==> src/rtl/spike_encoder_if.sv <==
// spike_encoder_if: pixel load, spike vector and neuron step handshake between encoder and input layer
interface spike_encoder_if #(parameter int N_PIX = 16);
  logic             pix_valid;
  logic [7:0]       pix_data;
  logic             pix_ready;
  logic [N_PIX-1:0] spike_vec;
  logic             step_start;
  logic             start_core_img;
  logic             neuron_done;
  logic [7:0]       step_idx;
  logic             busy;
  logic             img_done;
  modport master (
    input  pix_valid, pix_data, neuron_done,
    output pix_ready, spike_vec, step_start, start_core_img, step_idx, busy, img_done
  );
  modport slave (
    output pix_valid, pix_data, neuron_done,
    input  pix_ready, spike_vec, step_start, start_core_img, step_idx, busy, img_done
  );
endinterface

==> src/rtl/spike_encoder.sv <==
// spike_encoder: buffers one image and emits T_STEPS LFSR rate-coded spike vectors per image
module spike_encoder #(
  parameter int          N_PIX   = 16,
  parameter int          T_STEPS = 20,
  parameter logic [15:0] SEED    = 16'hACE1
) (
  input logic            clk,
  input logic            rst,
  spike_encoder_if.master bus
);
  localparam int PW = N_PIX > 1 ? $clog2(N_PIX) : 1;
  localparam logic [PW-1:0] LAST = PW'(N_PIX - 1);
  localparam logic [7:0] T_LAST = 8'(T_STEPS - 1);
  typedef enum logic [2:0] {LOAD, ARM, GEN, FIRE, WAIT, FIN} state_t;
  state_t           state_q;
  logic [7:0]       mem_q [N_PIX];
  logic [PW-1:0]    wr_ptr_q, ev_ptr_q;
  logic [15:0]      lfsr_q, lfsr_d;
  logic [N_PIX-1:0] shadow_q, shadow_d, spike_q;
  logic             pix_ready_q, step_start_q, sci_q, busy_q, img_done_q;
  logic [7:0]       step_idx_q;
  always_comb begin
    lfsr_d = {1'b0, lfsr_q[15:1]} ^ (lfsr_q[0] ? 16'hB400 : 16'h0000);
    shadow_d = shadow_q;
    shadow_d[ev_ptr_q] = mem_q[ev_ptr_q] > lfsr_q[7:0];
  end
  // pixel storage is deliberately left unreset
  always_ff @(posedge clk)
    if (!rst && state_q == LOAD && bus.pix_valid) mem_q[wr_ptr_q] <= bus.pix_data;
  always_ff @(posedge clk or posedge rst)
    if (rst) begin
      state_q <= LOAD;
      pix_ready_q <= 1'b1;
      spike_q <= '0;
      step_start_q <= 1'b0;
      sci_q <= 1'b0;
      step_idx_q <= '0;
      busy_q <= 1'b0;
      img_done_q <= 1'b0;
      lfsr_q <= SEED;
      wr_ptr_q <= '0;
      ev_ptr_q <= '0;
      shadow_q <= '0;
    end else begin
      step_start_q <= 1'b0;
      sci_q <= 1'b0;
      img_done_q <= 1'b0;
      case (state_q)
        LOAD: if (bus.pix_valid) begin
          wr_ptr_q <= wr_ptr_q == LAST ? '0 : wr_ptr_q + 1'b1;
          if (wr_ptr_q == LAST) begin
            state_q <= ARM;
            pix_ready_q <= 1'b0;
            busy_q <= 1'b1;
            sci_q <= 1'b1;
            step_idx_q <= '0;
            ev_ptr_q <= '0;
          end
        end
        ARM: state_q <= GEN;
        GEN: begin
          shadow_q <= shadow_d;
          lfsr_q <= lfsr_d;
          ev_ptr_q <= ev_ptr_q == LAST ? '0 : ev_ptr_q + 1'b1;
          if (ev_ptr_q == LAST) begin
            state_q <= FIRE;
            spike_q <= shadow_d;
            step_start_q <= 1'b1;
          end
        end
        FIRE: state_q <= WAIT;
        WAIT: if (bus.neuron_done) begin
          if (step_idx_q == T_LAST) begin
            state_q <= FIN;
            img_done_q <= 1'b1;
            spike_q <= '0;
            step_idx_q <= '0;
          end else begin
            state_q <= GEN;
            step_idx_q <= step_idx_q + 1'b1;
          end
        end
        FIN: begin
          state_q <= LOAD;
          pix_ready_q <= 1'b1;
          busy_q <= 1'b0;
        end
        default: state_q <= LOAD;
      endcase
    end
  assign bus.pix_ready = pix_ready_q;
  assign bus.spike_vec = spike_q;
  assign bus.step_start = step_start_q;
  assign bus.start_core_img = sci_q;
  assign bus.step_idx = step_idx_q;
  assign bus.busy = busy_q;
  assign bus.img_done = img_done_q;
endmodule

==> src/flat_wrapper.sv <==
// flat-port wrapper written by rule: the top's interface ports become plain ports
module spike_encoder_flat 
#(
  parameter int          N_PIX   = 16,
  parameter int          T_STEPS = 20,
  parameter logic [15:0] SEED    = 16'hACE1
)
  (clk, rst, bus_pix_valid, bus_pix_data, bus_neuron_done, bus_pix_ready, bus_spike_vec, bus_step_start, bus_start_core_img, bus_step_idx, bus_busy, bus_img_done);
  spike_encoder_if #(.N_PIX(N_PIX)) bus_i ();
  input logic clk;
  input logic rst;
  input wire logic [$bits(bus_i.pix_valid)-1:0] bus_pix_valid;
  input wire logic [$bits(bus_i.pix_data)-1:0] bus_pix_data;
  input wire logic [$bits(bus_i.neuron_done)-1:0] bus_neuron_done;
  output wire logic [$bits(bus_i.pix_ready)-1:0] bus_pix_ready;
  output wire logic [$bits(bus_i.spike_vec)-1:0] bus_spike_vec;
  output wire logic [$bits(bus_i.step_start)-1:0] bus_step_start;
  output wire logic [$bits(bus_i.start_core_img)-1:0] bus_start_core_img;
  output wire logic [$bits(bus_i.step_idx)-1:0] bus_step_idx;
  output wire logic [$bits(bus_i.busy)-1:0] bus_busy;
  output wire logic [$bits(bus_i.img_done)-1:0] bus_img_done;
  assign bus_i.pix_valid = bus_pix_valid;
  assign bus_i.pix_data = bus_pix_data;
  assign bus_i.neuron_done = bus_neuron_done;
  assign bus_pix_ready = bus_i.pix_ready;
  assign bus_spike_vec = bus_i.spike_vec;
  assign bus_step_start = bus_i.step_start;
  assign bus_start_core_img = bus_i.start_core_img;
  assign bus_step_idx = bus_i.step_idx;
  assign bus_busy = bus_i.busy;
  assign bus_img_done = bus_i.img_done;
  spike_encoder #(.N_PIX(N_PIX), .T_STEPS(T_STEPS), .SEED(SEED)) u_core (.clk(clk), .rst(rst), .bus(bus_i));
endmodule
==> config.mk <==
export PLATFORM = sky130hd
export DESIGN_NAME = spike_encoder_flat
export DESIGN_NICKNAME = d
export VERILOG_FILES = /design/src/rtl/spike_encoder_if.sv /design/src/rtl/spike_encoder.sv /design/src/flat_wrapper.sv
export SDC_FILE = /design/constraint.sdc
export NUM_CORES = 1
export LEC_CHECK = 0
export CORE_MARGIN = 2
export CORE_UTILIZATION = 30
export CTS_BUF_LIST = sky130_fd_sc_hd__clkbuf_16
export CTS_CLUSTER_DIAMETER = 200
export DETAILED_ROUTE_END_ITERATION = 16
export HOLD_SLACK_MARGIN = 0.15
export PLACE_DENSITY = 0.46
export SLEW_MARGIN = 20
export SYNTH_ARGS = -nofsm -noshare
export SYNTH_HDL_FRONTEND = slang
export SYNTH_SLANG_ARGS = --single-unit
export TNS_END_PERCENT = 1
==> constraint.sdc <==
create_clock -name clk -period 3.74 [get_ports clk]
set_input_delay 0.935 -clock clk [delete_from_list [all_inputs] [get_ports clk]]
set_output_delay 0.935 -clock clk [all_outputs]
set_load 0.02 [all_outputs]
Word level (Yosys, flattened, before mapping)
Memory sizes are Yosys's and may differ from the RTL's. Cells that the tools add are included. W data, S select, Z words.

Bits of input ports: 12. Register bits: 72. Memories kept: 1. Output and inout bits: 29. Logic and storage cells: 88. Memory bits (writable): 128.

Memories: u_core.mem_q (depth 16, width 8, rd ports 1, clocked after Yosys merged registers in 0, wr ports 1, line spike_encoder.sv:16) `logic [7:0] mem_q [N_PIX];`.

Add/sub/neg operators: 3. Equality and inequality tests: 13. Reductions and logical operators: 15. Muxes and demuxes: 40. Bitwise gates (word level): 1. $lt $le $gt $ge: 3.

Operators by type and width (count): $mux W16 (4); $mux W8 (4); $pmux W16 S2 (1); $bwmux W16 (1); $mux W4 (4); $pmux W8 S2 (1); $xor A15 B16 Y16 (1); $mux W1 (15); $mux W3 (5); $pmux W3 S5 (1); $reduce_and A4 Y1 (3); $add A4 B1 Y4 const B (2); $add A8 B1 Y8 const B (1); $eq A4 B4 Y1 const B (2); $eq A8 B5 Y1 const B (1); $gt A8 B8 Y1 (1); $pmux W4 S2 (1); $reduce_bool A2 Y1 (4); $eq A3 B2 Y1 const B (2); $eq A3 B3 Y1 const B (2); $ne A2 B2 Y1 const B (3); $reduce_and A3 Y1 (2); $lt A4 B5 Y1 const B (1); $demux W1 S4 (1); other kinds (8) (12).

Logic depth before layout (Yosys ltp)
Depth in word-level cells: 7. Gate-level depth with buffers: 11.

Worst setup path before layout
Ideal clock, no wire load.

Path type: reg2reg. From: register u_core.ev_ptr_q[0]. To: register u_core.shadow_q[0]. Data arrival time: 3.042 ns. Cell stages (with the launch flop): 12. Period minus slack after synthesis: 3.166 ns. Setup slack: 0.574 ns. Path buffers: 3. Cell sequence: dfrtp_1 > buf_6 > buf_4 > mux4_2 > mux4_2 > ha_1 > nor2b_1 > o211a_1 > o211ai_1 > nand2_1 > clkbuf_1 > mux2_2.

Cells in the longest elaborated chain, start to end: 5. Elaborated cells between the ends (all ways): 8.

RTL lines: start: declaration (line spike_encoder.sv:17) `logic [PW-1:0] wr_ptr_q, ev_ptr_q;`; start signal: assignment (line spike_encoder.sv:64) `ev_ptr_q <= ev_ptr_q == LAST ? '0 : ev_ptr_q + 1'b1;`; parallel branches: the longest is 4 deep, another holds $mem_v2 Z16 W8; $bwmux W16 (*) (line spike_encoder.sv:25) `shadow_d[ev_ptr_q] = mem_q[ev_ptr_q] > lfsr_q[7:0];`; end signal: assignment (line spike_encoder.sv:62) `shadow_q <= shadow_d;`; end: declaration (line spike_encoder.sv:19) `logic [N_PIX-1:0] shadow_q, shadow_d, spike_q;`.

Every way passes the cells marked *. A chain may end at the register's enable or synchronous reset.

Worst setup path after layout
From: register u_core.ev_ptr_q[0]. To: register u_core.shadow_q[11].

The elaborated chain is that of the path after synthesis.

==> flow_metrics.tcl <==
set metrics [dict create \
    synth-simple-area-share_pct 7.72 \
    slew_headroom_pct 39.5 \
    status "completed" \
    gr-usage-all-layers_pct 13.1 \
    avgSynthCellArea_um2 15.8 \
    yosys.area_share.adder_pct 2.54 \
    instances_no_fill 980 \
    firstDrtPassIters 4 \
    dp_hpwl_um 11700 \
    synth-compound-area-share_pct 5.07 \
    clock_latency_ps 430 \
    viasPerCell 4.69 \
    io_buffers 40 \
    fill_cells 2651 \
    peakVddDrop_mv 0.328 \
    tightest_slew_ps 904 \
    vias 4593 \
    initial_core_util_pct 30.4 \
    drive_gt1_share_pct 22.6 \
    synthMuxAreaShare_pct 13.6 \
    grt_pass1_wl_um 28400 \
    grt_max_degree 46 \
    fp.dieArea_mm2 0.0293 \
    die_height_um 171 \
    cts_setup_buffers 0 \
    hold_class "reg2reg" \
    ys_ff_latch 199 \
    r2r_end "u_core.shadow_q[11]$_DFFE_PP0P_" \
    clock_skew_ps 15.8 \
    total_power_w 0.00692 \
    overflow 0 \
    maxSlewViolCount 0 \
    fmax_mhz 290 \
    required_ps 4050 \
    ff2ff_setup_slack_ps 300 \
    cp.arrival_ps 3750 \
    cts_max_level 4 \
    root_buffer "clkbuf_16" \
    wl_per_cell_um 18.6 \
    grt_setup_unrepaired "no" \
    ys.flop_type "edfxtp_1" \
    hold_depth 1 \
    yosysWarningCount 0 \
    drt-total-wl_um 18300 \
    antenna_found_initial 0 \
    cts_hold_buf 0 \
    place_inst 949 \
    drtIter0Drc 258 \
    p_per_area_mw_per_mm2 697 \
    synth.distinct_cells 49 \
    routabilityCongestion 0.748 \
    cts.path.max_buffers 2 \
    drv_cap 0 \
    area_delta_synth_final_pct 18.2 \
    cts_tree "built" \
    fp.dieW_um 171 \
    core-area_mm2 0.0276 \
    synth_enable_flop_cells 128 \
    utilization_pct 35.9 \
    leakagePower_nw 3.52 \
    rows 61 \
    startpoint_type "flop" \
    synth-xor-area-share_pct 1.15 \
    grt_pass1_vias 4827 \
    tns_ps 0 \
    cts_sinks 199 \
    slowest_delay_ps 560 \
    cts_resized 0 \
    syn_inst 532 \
    crit_type "reg2reg" \
    layout.nets 619 \
    finalHoldViolations 0 \
    synth_top_family_by_area "multiplexers" \
    worstPathMaxFanout 34 \
    cp_cell_sequence "buf_12 > mux4_2 > mux4_2 > ha_1 > and4_1 > nand2_1 > o211ai_1 > nand2_1 > mux2_2" \
    cts_buffers 17 \
    final_common_cell "edfxtp_1" \
    antenna_left 0 \
    synth_area_mm2 0.00839 \
    syn-num-nets 561 \
    crit_slowest_cell "mux4_2" \
    setup_viol 0 \
    rr_startpoint "u_core.ev_ptr_q[0]$_DFFE_PP0P_" \
    ios 41 \
    crit_start "u_core.ev_ptr_q[0]$_DFFE_PP0P_" \
    mostFrequentLayoutCells "edfxtp_1, dfrtp_1, nand2_1" \
    cp-endpoint "u_core.shadow_q[11]$_DFFE_PP0P_" \
    async_flop_share_pct 35.7 \
    ys_seq_area_share_pct 67.1 \
    reg2regPathDepth 9 \
    min_period_ps 3440 \
    clkSlewWorstSetupHoldPaths_ps 70 \
    end_kind "flop" \
    drc_errors 0 \
    diodes 0 \
    period_share_pct 92.1 \
]
[cell families (layout without fill, tap and decap cells)]
| kind of cell | Yosys count | after routing |
|---|---|---|
| flops | 199 | 199 |
| simple gates | 135 | 135 |
| mux | 61 | 61 |
| compound gates | 60 | 60 |
| buf+inv | 49 | 119 |
| fa+ha+maj | 17 | 17 |
| xor+xnor | 11 | 11 |
[sequential cells by signal, indices dropped and copies added (netlist names)]
name                       cells
u_core.bus.busy                1
u_core.bus.img_done            1
u_core.bus.pix_ready           1
u_core.bus.spike_vec          16
u_core.bus.start_core_img      1
u_core.bus.step_idx            8
u_core.bus.step_start          1
u_core.ev_ptr_q                4
u_core.lfsr_q                 16
u_core.mem_q                 128
u_core.shadow_q               15
u_core.state_q                 3
u_core.wr_ptr_q                4
[worst min-delay path by stage]
stage	from	slack (ps)	to
2_1_floorplan	u_core.lfsr_q[8]$_DFFE_PP0P_	450	u_core.lfsr_q[7]$_DFFE_PP1P_
3_3_place_gp	u_core.bus.busy$_DFFE_PP0P_	460	u_core.bus.busy$_DFFE_PP0P_
3_5_place_dp	u_core.bus.busy$_DFFE_PP0P_	470	u_core.bus.busy$_DFFE_PP0P_
4_1_cts	u_core.bus.busy$_DFFE_PP0P_	480	u_core.bus.busy$_DFFE_PP0P_
5_1_grt	u_core.bus.busy$_DFFE_PP0P_	500	u_core.bus.busy$_DFFE_PP0P_
6_report	u_core.bus.busy$_DFFE_PP0P_	480	u_core.bus.busy$_DFFE_PP0P_
[critical path, delay by kind of cell, from the launching register on]
kind,cells,cell delay (ps)
buf+inv,1,280
fa+ha+maj,1,340
compound gates,1,110
simple gates,3,630
flops,1,440
mux,3,1470
[routing by layer]
metal  GRT usage [%]  vias up  part of all wire (%)
met3            2.95       15                   2.8
met5               0        -                     0
li1                -     2140                     -
met4            3.87        0                   1.6
met2            21.9       69                    50
met1            17.1     2369                    45
[cells in the mapped netlist (11+ instances only)]
| cell | n | area [µm²] |
|---|---|---|
| clkbuf_1 | 11 | 41.3 |
| inv_1 | 17 | 63.8 |
| nor2_1 | 33 | 124 |
| o21ai_0 | 19 | 95.1 |
| a32o_1 | 13 | 130 |
| ha_1 | 17 | 213 |
| buf_2 | 11 | 55.1 |
| mux2_2 | 21 | 236 |
| nand2_1 | 48 | 180 |
| dfrtp_1 | 62 | 1550 |
| nand3_1 | 24 | 120 |
| mux4_2 | 40 | 901 |
| edfxtp_1 | 128 | 3840 |
[through the flow]
| stage | setup slack, ps | hold WS, ps | area (µm²) |
|---|---|---|---|
| after detailed placement | 268 | 466 | 9360 |
| after global placement | 336 | 461 | 9360 |
| after global routing | 67.8 | 498 | 9920 |
| after floorplan | 574 | 449 | 8390 |
| final | 297 | 478 | 9920 |
| after CTS | 272 | 482 | 9920 |
[report_power, final]
group | internal, W | switching (W) | leakage [nW] | total, W
combinational | 0.00103 | 0.00116 | 1.22 | 0.00219
sequential | 0.00266 | 0.000310 | 2.02 | 0.00297
clock | 0.000882 | 0.000879 | 0.278 | 0.00176
total | 0.00457 | 0.00235 | 3.52 | 0.00692
[final cells by class]
class | count | area, µm² | area share [%]
Clock buffer | 17 | 425 | 4.29
Clock inverter | 14 | 139 | 1.40
Inverter | 18 | 67.6 | 0.681
Multi-Input combinational cell | 284 | 2520 | 25.4
Sequential cell | 199 | 5630 | 56.8
Tap cell | 378 | 473 | 4.77
Timing Repair Buffer | 70 | 663 | 6.68
No activity file was read; power rests on OpenSTA's default activity.
